`src/rtl/cr_xp10_decomp_be_ob_arb_pkg.sv`:
```
// Shared types for the XP10 decompressor back-end output arbiter.
// Optional statistics are enabled with CR_XP10_DECOMP_BE_OB_STATS_EN.
package cr_xp10_decomp_be_ob_arb_pkg;

  localparam int unsigned BE_OB_ORD_DEPTH     = 16;
  localparam int unsigned BE_OB_ORD_AFULL_LVL = 12;

  typedef enum logic [1:0] {IDLE, PT_XFER, LZ_XFER} be_ob_arb_st_e;

  typedef enum logic {BE_SRC_PT = 1'b0, BE_SRC_LZ = 1'b1} be_ob_src_e;

  typedef struct packed {
    logic        insert;
    logic [7:0]  ordern;
    logic [3:0]  typen;
    logic        sot;
    logic        eot;
    logic        tlast;
    logic [1:0]  tid;
    logic [7:0]  tstrb;
    logic [63:0] tdata;
  } tlvp_if_bus_t;

  function automatic logic [31:0] sat_inc(input logic [31:0] v, input logic en);
    return (en && (v != 32'hFFFF_FFFF)) ? v + 32'd1 : v;
  endfunction

endpackage

```
`src/rtl/cr_xp10_decomp_be_ob_arb_if.sv`:
```
// Bus bundle of the back-end output arbiter: order push, two TLV sources, output port.
// Statistic outputs exist only with CR_XP10_DECOMP_BE_OB_STATS_EN.
interface cr_xp10_decomp_be_ob_arb_if;
  import cr_xp10_decomp_be_ob_arb_pkg::*;

  logic         ord_wr;
  logic         ord_src;
  logic         ord_afull;
  logic         ord_overflow;
  logic         pt_empty;
  tlvp_if_bus_t pt_tlv;
  logic         pt_rd;
  logic         lz_empty;
  tlvp_if_bus_t lz_tlv;
  logic         lz_rd;
  logic         ob_afull;
  logic         ob_wr;
  tlvp_if_bus_t ob_tlv;
  logic         busy;
`ifdef CR_XP10_DECOMP_BE_OB_STATS_EN
  logic [31:0]  stat_pt_tlvs;
  logic [31:0]  stat_lz_tlvs;
  logic [31:0]  stat_stall_cyc;
`endif

  modport slave (
    input  ord_wr, ord_src, pt_empty, pt_tlv, lz_empty, lz_tlv, ob_afull,
    output ord_afull, ord_overflow, pt_rd, lz_rd, ob_wr, ob_tlv, busy
`ifdef CR_XP10_DECOMP_BE_OB_STATS_EN
    , output stat_pt_tlvs, stat_lz_tlvs, stat_stall_cyc
`endif
  );

  modport master (
    output ord_wr, ord_src, pt_empty, pt_tlv, lz_empty, lz_tlv, ob_afull,
    input  ord_afull, ord_overflow, pt_rd, lz_rd, ob_wr, ob_tlv, busy
`ifdef CR_XP10_DECOMP_BE_OB_STATS_EN
    , input stat_pt_tlvs, stat_lz_tlvs, stat_stall_cyc
`endif
  );

endinterface

```
`src/rtl/cr_xp10_decomp_be_ob_stats.sv`:
```
// Saturating TLV and stall counters for the back-end output arbiter
// (instantiated only with CR_XP10_DECOMP_BE_OB_STATS_EN).
module cr_xp10_decomp_be_ob_stats
  import cr_xp10_decomp_be_ob_arb_pkg::*;
(
  input  logic        clk,
  input  logic        rst_n,
  input  logic        pt_eot_i,
  input  logic        lz_eot_i,
  input  logic        stall_i,
  output logic [31:0] stat_pt_tlvs_o,
  output logic [31:0] stat_lz_tlvs_o,
  output logic [31:0] stat_stall_cyc_o
);

  logic [31:0] pt_q, lz_q, stall_q;

  always_ff @(posedge clk or negedge rst_n) begin
    if (!rst_n) begin
      pt_q    <= '0;
      lz_q    <= '0;
      stall_q <= '0;
    end else begin
      pt_q    <= sat_inc(pt_q, pt_eot_i);
      lz_q    <= sat_inc(lz_q, lz_eot_i);
      stall_q <= sat_inc(stall_q, stall_i);
    end
  end

  assign stat_pt_tlvs_o   = pt_q;
  assign stat_lz_tlvs_o   = lz_q;
  assign stat_stall_cyc_o = stall_q;

endmodule

```
`src/rtl/nx_fifo.sv`:
```
// Synchronous FIFO without write-to-read bypass; a pop frees a slot for a same-cycle push.
module nx_fifo #(
  parameter int unsigned DEPTH = 16,
  parameter int unsigned WIDTH = 1,
  localparam int unsigned AW   = $clog2(DEPTH)
) (
  input  logic             clk,
  input  logic             rst_n,
  input  logic             wr_i,
  input  logic [WIDTH-1:0] wdata_i,
  input  logic             rd_i,
  output logic [WIDTH-1:0] rdata_o,
  output logic             empty_o,
  output logic             full_o,
  output logic [AW:0]      used_o,
  output logic             overflow_o
);

  logic [WIDTH-1:0] mem_q [DEPTH];
  logic [AW:0]      wptr_q, rptr_q;
  logic             do_rd, do_wr;

  assign used_o     = wptr_q - rptr_q;
  assign empty_o    = (wptr_q == rptr_q);
  assign full_o     = (used_o == (AW+1)'(DEPTH));
  assign do_rd      = rd_i && !empty_o;
  assign do_wr      = wr_i && (!full_o || do_rd);
  assign overflow_o = wr_i && !do_wr;
  assign rdata_o    = mem_q[rptr_q[AW-1:0]];

  always_ff @(posedge clk or negedge rst_n) begin
    if (!rst_n) begin
      wptr_q <= '0;
      rptr_q <= '0;
    end else begin
      if (do_wr) wptr_q <= wptr_q + 1'b1;
      if (do_rd) rptr_q <= rptr_q + 1'b1;
    end
  end

  always_ff @(posedge clk) begin
    if (do_wr) mem_q[wptr_q[AW-1:0]] <= wdata_i;
  end

endmodule

```
`src/rtl/cr_xp10_decomp_be_ob_arb.sv`:
```
// XP10 back-end output scheduler: merges PT and LZ TLV FIFOs in header-parser order.
// Define CR_XP10_DECOMP_BE_OB_STATS_EN to add saturating statistic counters.
module cr_xp10_decomp_be_ob_arb
  import cr_xp10_decomp_be_ob_arb_pkg::*;
#(
  parameter int unsigned ORD_DEPTH     = BE_OB_ORD_DEPTH,
  parameter int unsigned ORD_AFULL_LVL = BE_OB_ORD_AFULL_LVL
) (
  input  logic                           clk,
  input  logic                           rst_n,
  cr_xp10_decomp_be_ob_arb_if.slave      bus_io
);

  localparam int unsigned AW = $clog2(ORD_DEPTH);
  localparam logic [AW:0] AfullLvl = ORD_AFULL_LVL[AW:0];

  be_ob_arb_st_e state_q, state_d;
  logic          ord_pop, ord_empty, ord_full, ord_ovf;
  logic [0:0]    ord_head;
  logic [AW:0]   ord_used;
  logic          pt_rd, lz_rd;
  logic          ovf_q;
  logic          ob_wr_q;
  tlvp_if_bus_t  ob_tlv_q, ob_tlv_d;

  nx_fifo #(
    .DEPTH (ORD_DEPTH),
    .WIDTH (1)
  ) u_ord_fifo (
    .clk        (clk),
    .rst_n      (rst_n),
    .wr_i       (bus_io.ord_wr),
    .wdata_i    (bus_io.ord_src),
    .rd_i       (ord_pop),
    .rdata_o    (ord_head),
    .empty_o    (ord_empty),
    .full_o     (ord_full),
    .used_o     (ord_used),
    .overflow_o (ord_ovf)
  );

  // The grant is held for the whole TLV; only the granted source's eot releases it.
  always_comb begin
    state_d = state_q;
    ord_pop = 1'b0;
    pt_rd   = 1'b0;
    lz_rd   = 1'b0;
    unique case (state_q)
      IDLE: begin
        if (!ord_empty) begin
          ord_pop = 1'b1;
          state_d = (be_ob_src_e'(ord_head[0]) == BE_SRC_LZ) ? LZ_XFER : PT_XFER;
        end
      end
      PT_XFER: begin
        pt_rd = !bus_io.pt_empty && !bus_io.ob_afull;
        if (pt_rd && bus_io.pt_tlv.eot) state_d = IDLE;
      end
      LZ_XFER: begin
        lz_rd = !bus_io.lz_empty && !bus_io.ob_afull;
        if (lz_rd && bus_io.lz_tlv.eot) state_d = IDLE;
      end
      default: state_d = IDLE;
    endcase
  end

  always_comb begin
    ob_tlv_d = ob_tlv_q;
    if (pt_rd)      ob_tlv_d = bus_io.pt_tlv;
    else if (lz_rd) ob_tlv_d = bus_io.lz_tlv;
  end

  always_ff @(posedge clk or negedge rst_n) begin
    if (!rst_n) begin
      state_q  <= IDLE;
      ovf_q    <= 1'b0;
      ob_wr_q  <= 1'b0;
      ob_tlv_q <= '0;
    end else begin
      state_q  <= state_d;
      ovf_q    <= ovf_q | ord_ovf;
      ob_wr_q  <= pt_rd | lz_rd;
      ob_tlv_q <= ob_tlv_d;
    end
  end

  assign bus_io.pt_rd        = pt_rd;
  assign bus_io.lz_rd        = lz_rd;
  assign bus_io.ob_wr        = ob_wr_q;
  assign bus_io.ob_tlv       = ob_tlv_q;
  assign bus_io.ord_afull    = (ord_used >= AfullLvl);
  assign bus_io.ord_overflow = ovf_q;
  assign bus_io.busy         = (state_q != IDLE) || ob_wr_q;

`ifdef CR_XP10_DECOMP_BE_OB_STATS_EN
  cr_xp10_decomp_be_ob_stats u_stats (
    .clk              (clk),
    .rst_n            (rst_n),
    .pt_eot_i         (pt_rd && bus_io.pt_tlv.eot),
    .lz_eot_i         (lz_rd && bus_io.lz_tlv.eot),
    .stall_i          ((state_q != IDLE) && !pt_rd && !lz_rd),
    .stat_pt_tlvs_o   (bus_io.stat_pt_tlvs),
    .stat_lz_tlvs_o   (bus_io.stat_lz_tlvs),
    .stat_stall_cyc_o (bus_io.stat_stall_cyc)
  );
`endif

endmodule

```
`src/flat_wrapper.sv`:
```
// flat-port wrapper written by rule: the top's interface ports become plain ports
module cr_xp10_decomp_be_ob_arb_flat import cr_xp10_decomp_be_ob_arb_pkg::*;
#(
  parameter int unsigned ORD_DEPTH     = BE_OB_ORD_DEPTH,
  parameter int unsigned ORD_AFULL_LVL = BE_OB_ORD_AFULL_LVL
)
  (clk, rst_n, bus_io_ord_wr, bus_io_ord_src, bus_io_pt_empty, bus_io_pt_tlv, bus_io_lz_empty, bus_io_lz_tlv, bus_io_ob_afull, bus_io_ord_afull, bus_io_ord_overflow, bus_io_pt_rd, bus_io_lz_rd, bus_io_ob_wr, bus_io_ob_tlv, bus_io_busy);
  cr_xp10_decomp_be_ob_arb_if bus_io_i ();
  input  logic clk;
  input  logic rst_n;
  input wire logic [$bits(bus_io_i.ord_wr)-1:0] bus_io_ord_wr;
  input wire logic [$bits(bus_io_i.ord_src)-1:0] bus_io_ord_src;
  input wire logic [$bits(bus_io_i.pt_empty)-1:0] bus_io_pt_empty;
  input wire logic [$bits(bus_io_i.pt_tlv)-1:0] bus_io_pt_tlv;
  input wire logic [$bits(bus_io_i.lz_empty)-1:0] bus_io_lz_empty;
  input wire logic [$bits(bus_io_i.lz_tlv)-1:0] bus_io_lz_tlv;
  input wire logic [$bits(bus_io_i.ob_afull)-1:0] bus_io_ob_afull;
  output wire logic [$bits(bus_io_i.ord_afull)-1:0] bus_io_ord_afull;
  output wire logic [$bits(bus_io_i.ord_overflow)-1:0] bus_io_ord_overflow;
  output wire logic [$bits(bus_io_i.pt_rd)-1:0] bus_io_pt_rd;
  output wire logic [$bits(bus_io_i.lz_rd)-1:0] bus_io_lz_rd;
  output wire logic [$bits(bus_io_i.ob_wr)-1:0] bus_io_ob_wr;
  output wire logic [$bits(bus_io_i.ob_tlv)-1:0] bus_io_ob_tlv;
  output wire logic [$bits(bus_io_i.busy)-1:0] bus_io_busy;
  assign bus_io_i.ord_wr = bus_io_ord_wr;
  assign bus_io_i.ord_src = bus_io_ord_src;
  assign bus_io_i.pt_empty = bus_io_pt_empty;
  assign bus_io_i.pt_tlv = bus_io_pt_tlv;
  assign bus_io_i.lz_empty = bus_io_lz_empty;
  assign bus_io_i.lz_tlv = bus_io_lz_tlv;
  assign bus_io_i.ob_afull = bus_io_ob_afull;
  assign bus_io_ord_afull = bus_io_i.ord_afull;
  assign bus_io_ord_overflow = bus_io_i.ord_overflow;
  assign bus_io_pt_rd = bus_io_i.pt_rd;
  assign bus_io_lz_rd = bus_io_i.lz_rd;
  assign bus_io_ob_wr = bus_io_i.ob_wr;
  assign bus_io_ob_tlv = bus_io_i.ob_tlv;
  assign bus_io_busy = bus_io_i.busy;
  cr_xp10_decomp_be_ob_arb #(.ORD_DEPTH(ORD_DEPTH), .ORD_AFULL_LVL(ORD_AFULL_LVL)) u_core (.clk(clk), .rst_n(rst_n), .bus_io(bus_io_i));
endmodule
```
`config.mk`:
```
export PLATFORM = sky130hd
export DESIGN_NAME = cr_xp10_decomp_be_ob_arb_flat
export DESIGN_NICKNAME = d
export VERILOG_FILES = /design/src/rtl/cr_xp10_decomp_be_ob_arb_pkg.sv /design/src/rtl/cr_xp10_decomp_be_ob_arb_if.sv /design/src/rtl/cr_xp10_decomp_be_ob_stats.sv /design/src/rtl/nx_fifo.sv /design/src/rtl/cr_xp10_decomp_be_ob_arb.sv /design/src/flat_wrapper.sv
export SDC_FILE = /design/constraint.sdc
export NUM_CORES = 1
export LEC_CHECK = 0
export BUFFER_PORTS_ARGS = -buffer_cell sky130_fd_sc_hd__buf_2
export CELL_PAD_IN_SITES_DETAIL_PLACEMENT = 0
export CELL_PAD_IN_SITES_GLOBAL_PLACEMENT = 1
export CORE_ASPECT_RATIO = 1.1
export CORE_UTILIZATION = 34
export CTS_BUF_LIST = sky130_fd_sc_hd__clkbuf_8 sky130_fd_sc_hd__clkbuf_16
export DETAILED_ROUTE_END_ITERATION = 16
export GPL_TIMING_DRIVEN = 0
export PLACE_DENSITY_LB_ADDON = 0.25
export SLEW_MARGIN = 10
export SYNTH_ARGS = -nofsm -noshare
export SYNTH_HDL_FRONTEND = slang
export SYNTH_SLANG_ARGS = --single-unit
```
`constraint.sdc`:
```
create_clock -name clk -period 3.18 [get_ports clk]
set_input_delay 0.159 -clock clk [delete_from_list [all_inputs] [get_ports clk]]
set_output_delay 0.159 -clock clk [all_outputs]
set_load 0.02 [all_outputs]
```
* Word-level counts from Yosys, hierarchy flattened
Memories as Yosys holds them, arrays and structs flattened. Cells that the tools add are included.
Storage, ports and cells: register bits 104, ROM bits 0, memories 1, RAM bits 16, word-level logic and storage cells 60, latch bits 0
Operators by class: shifts and indexed selects 0, divide/modulo/power cells 0, mux-type cells 13, magnitude comparators 1, $add $sub $neg 3, $mul 0, bitwise operators 2, reductions and logical operators 19, eq/ne operators 7
Memory list:
- u_core.u_ord_fifo.mem_q | depth 16, bits a word 1, read ports 1, clocked after Yosys merged registers in 0, write ports 1, line nx_fifo.sv:19 | logic [WIDTH-1:0] mem_q [DEPTH];
Operators by type and width (count):
- 90-bit 2-to-1 mux | 2
- 5-bit by 1-bit adder with 5-bit output, second input constant | 2
- 2-bit 2-to-1 mux | 4
- 1-bit logical AND | 7
- 1-bit zero test | 6
- 1-bit 2-to-1 mux | 6
- 2-bit case mux with 3 select lines | 1
- 5-bit equality test | 1
- 5-bit equality test, second input constant | 1
- 5-bit by 4-bit >= comparator with 1-bit output, second input constant | 1
- 5-bit subtractor | 1
- 2-bit by 1-bit != test with 1-bit output, second input constant | 2
- 2-bit nonzero test | 2
- 3-bit AND reduction | 1
- 2-bit by 1-bit equality test with 1-bit output, second input constant | 1
- 2-bit equality test, second input constant | 1
- 2-bit zero test | 1
- 1-bit logical OR | 2
- 2-bit != test, second input constant | 1
- 1-bit OR | 2

* Depth between registers and ports, before layout
depth after elaboration 9, gate-level depth with buffers 10, mapped depth without buffers 8

* Hierarchy
Synthesis repeated with hierarchy kept, for this count alone.
Second synthesis, totals: cell total of the unflattened synthesis 429, area total of the unflattened synthesis 6547.5 um^2
By module, submodules not included:
- cr_xp10_decomp_be_ob_arb | cells an instance 313, times used 1, area an instance 5079.9 um^2
- nx_fifo | cells an instance 116, times used 1, area an instance 1467.7 um^2

* Least setup slack after synthesis
Ideal clock, no wire load.
kind register -> register, from reg u_core.u_ord_fifo.rptr_q[2], to mem u_core.u_ord_fifo.mem_q[11] (enable), data arrival time 2.202 ns, clock period less this slack 2.517 ns, stages on the path, launching flop included 11, path slack 0.663 ns, required time 2.866 ns, cells stage by stage dfrtp_1 clkbuf_1 inv_1 ha_1 and4_4 a211oi_4 nor3_2 nand4_1 buf_2 nand3_2 nor3b_1
On the way: longest elaborated chain between the ends 8, elaborated cells between the ends (all ways) 12, those cells by class add/sub: 1; eq/ne: 2; mux: 4; reduce/logical: 5
RTL lines:
- start: declaration | line nx_fifo.sv:20 | logic [AW:0] wptr_q, rptr_q;
- start signal: assignment | line nx_fifo.sv:37 | if (do_rd) rptr_q <= rptr_q + 1'b1;
- branches (longest 4 deep; another with 5-bit subtractor)
- 1-bit logical OR (*) | line nx_fifo.sv:27 | assign do_wr = wr_i && (!full_o || do_rd);
- 1-bit logical AND (*) | line nx_fifo.sv:27
- 1-bit 2-to-1 mux (*) | line nx_fifo.sv:42 | if (do_wr) mem_q[wptr_q[AW-1:0]] <= wdata_i;
- 1-bit 2-to-1 mux (implied by the code) (*) | line nx_fifo.sv:42
- end: declaration | line nx_fifo.sv:19
Every way passes the cells marked *.

* Final worst setup path
Ends and elaborated chain as after synthesis.

==> flow_summary.yaml <==
clocking:
  numCtsBuffers: 17
  clk_pin_slew_ns: 0.05
  cts_root_buf: "clkbuf_16"
  post_cts_buffers: 0
  cts_htree_levels: 4
  cts_tree: "yes"
  clockBufferDepth: 2
  insertion_delay_ns: 0.41
  clock_sinks: 120
sta:
  worstMarginPinSlew_ns: 0.631
  slew_headroom: 0.580
  hold_viol_final: 0
  finalMaxSlewViolations: 0
  min_period_ns: 2.76
  setup_slack_ns: 0.415
  timing.hold.ws_ns: 0.0163
  rsz0062_at_grt: "false"
  tns_ns: 0
  max_freq_mhz: 362
  skew_ns: 0.00743
  fin_crit_sh: 0.869
  setup_violations: 0
placed_design:
  dp_slack_ns: 0.273
  numPortBuffers: 282
  placed_cell_area_um2: 7430
  hpwl_um: 13300
  gp_congestion: 0.778
  dp.cells: 1008
min_path:
  hp-class: "in2reg"
global_routing:
  grt_pass1_wl_um: 28800
  grt_max_degree: 86
  grt_use_total: 0.215
  grt.overflow.total: 0
  antenna_found_initial: 1
  grt_pass1_vias: 5511
final_layout:
  fin_cells: 1129
  fin_util: 0.541
  nets: 1107
  fillers: 1462
  drive_gt1_frac: 0.369
  area_delta_synth_final_pct: 55.3
  fin_area_um2: 8890
drt:
  drc: 0
  wire_per_inst_um: 16.2
  routed_wl_um: 18200
  vias: 5355
  drt_iter0_drc: 221
  firstDrtPassIters: 4
  antenna_left: 0
  vias_per_cell: 4.74
flow_run:
  maxCapViolCount: 0
die:
  core-area_um2: 16400
  die-area_um2: 17400
  ioPinCount: 283
  initial_core_util: 0.348
  die_h_um: 138
  fp-row-count: 49
  fp.dieW_um: 126
setup_path:
  crit_fanout: 10
  worstSetupPathType: "reg2reg"
  cp-end-kind: "register"
  crit_arrival_ns: 2.87
  cp.required_ns: 3.29
  critPathLaunchType: "register"
yosys:
  yosys-top-cells-count: "104 x dfrtp_1, 97 x nand2_1, 90 x mux2i_1, 85 x o21ai_0, 17 x clkbuf_1"
  syn_inst: 521
  syn-cell-area_um2: 5730
  yosys-top-cells-area: "dfrtp_1 45%, mux2i_1 16%, edfxtp_1 8.4%, o21ai_0 7.4%, nand2_1 6.4%"
  netlist.area_leader.share: 0.455
  synth_edf_count: 16
  synth.most_common_cell: "dfrtp_1"
  ys_types: 37
  synth_area_leader_cell: "dfrtp_1"
  syn-num-nets: 717
  synthArstFlopShare: 0.867
  synth-seq-cells: 120
  avgSynthCellArea_um2: 11.0
  yosys_most_used_dff: "dfrtp_1"
  ys_warn_count: 0
  seq_area_frac_synth: 0.538
pwr:
  power_leakage_nw: 4.06
  irDropWorstVdd_mv: 0.404
  powerDensity_nw_per_um2: 895
  power_mw: 7.96
outcome:
  status: "complete, no violations"
## worst paths after layout
path                       slack, ns                                     from  cells after the start                               endpoint
max                             0.42  u_core.u_ord_fifo.rptr_q[2]$_DFFE_PN0P_                      9  u_core.u_ord_fifo.mem_q[11]$_DFFE_PP_
min                             0.02                        bus_io_pt_tlv[64]                      3   u_core.bus_io.ob_tlv[64]$_DFFE_PN0P_
max reg2reg                     0.42  u_core.u_ord_fifo.rptr_q[2]$_DFFE_PN0P_                      9  u_core.u_ord_fifo.mem_q[11]$_DFFE_PP_
min reg2reg                     0.47     u_core.bus_io.ord_overflow$_DFF_PN0_                      1   u_core.bus_io.ord_overflow$_DFF_PN0_
max in group asynchronous       2.33                                    rst_n                      3          u_core.bus_io.ob_wr$_DFF_PN0_
min in group asynchronous       0.15                                    rst_n                      2   u_core.bus_io.ob_tlv[46]$_DFFE_PN0P_
## power by group
part / switching (mW) / internal, mW / leakage [nW] / total [mW]
Sequential: 0.398 / 2.22 / 1.43 / 2.62
Combinational: 2.11 / 1.38 / 2.34 / 3.49
Clock: 0.660 / 1.20 / 0.297 / 1.86
Total: 3.16 / 4.80 / 4.06 / 7.96
## layout make-up
cell class	count	area (µm²)	area share
clock buffer	20	467	0.0525
sequential	120	3080	0.347
multi-input combinational	357	2460	0.276
buffer	34	148	0.0166
clock inverter	12	110	0.0124
antenna	1	2.50	0.000281
timing repair buffer	372	2340	0.263
tap	204	255	0.0287
inverter	9	33.8	0.00380
## flip-flops by register name, summed over array words and instances (netlist names)
register	flops
u_core.state_q	2
u_core.bus_io.ord_overflow	1
u_core.u_ord_fifo.mem_q	16
u_core.bus_io.ob_tlv	90
u_core.bus_io.ob_wr	1
u_core.u_ord_fifo.wptr_q	5
u_core.u_ord_fifo.rptr_q	5
## logic make-up (layout without fill, tap and decap cells)
group / Yosys count / after routing / share of synthesized area
xor gates and xnor gates: 13 / 13 / 0.0199
AOI/OAI and AO/OA: 102 / 102 / 0.0964
adders and majority gates: 9 / 9 / 0.0197
DFF: 120 / 120 / 0.538
buffers and inverters: 44 / 447 / 0.0323
and+or+nand+nor: 137 / 137 / 0.114
other: 0 / 1 / 0
muxes: 96 / 96 / 0.180
## layer usage
layer	up-vias	global-route usage	wire length, µm
li1	2610	-	-
met1	2519	0.248	7570
met2	203	0.383	9320
met3	23	0.0542	1010
met4	0	0.0818	342
met5	-	0	0
## placed cells by master, fill, tap and decap left out, types with 2 or more instances in the layout
cell type,count
buf_2,297
dfrtp_1,104
nand2_1,97
mux2i_1,90
dlygate4sd3_1,89
o21ai_0,85
clkbuf_16,17
clkbuf_1,16
edfxtp_1,16
inv_1,13
xnor2_1,10
ha_1,9
o21ai_1,8
and3b_1,6
nor3_1,5
nor2_1,5
nor3b_1,5
mux4_2,5
nand2b_1,4
clkinv_2,4
a21oi_1,3
nand4_1,3
xor2_1,3
clkbuf_8,3
buf_1,2
or3_1,2
nor2b_1,2
nor4_1,2
clkinvlp_4,2
bufinv_16,2
## worst max-delay path, stage by stage, from the launching register on
cell and delay [ns]:
dfrtp_1 0.54, inv_1 0.09, ha_1 0.36, and4_4 0.21, a211oi_4 0.43, nor3_2 0.12
nand4_1 0.13, buf_2 0.21, nand3_2 0.14, nor3b_1 0.23
## timing repair
action	CTS	global route
endpoints found under the hold margin	192	0
gates resized for setup	0	0
endpoints found under the setup margin	0	1
hold buffers	89	0
(Power assumes the default switching activity.)
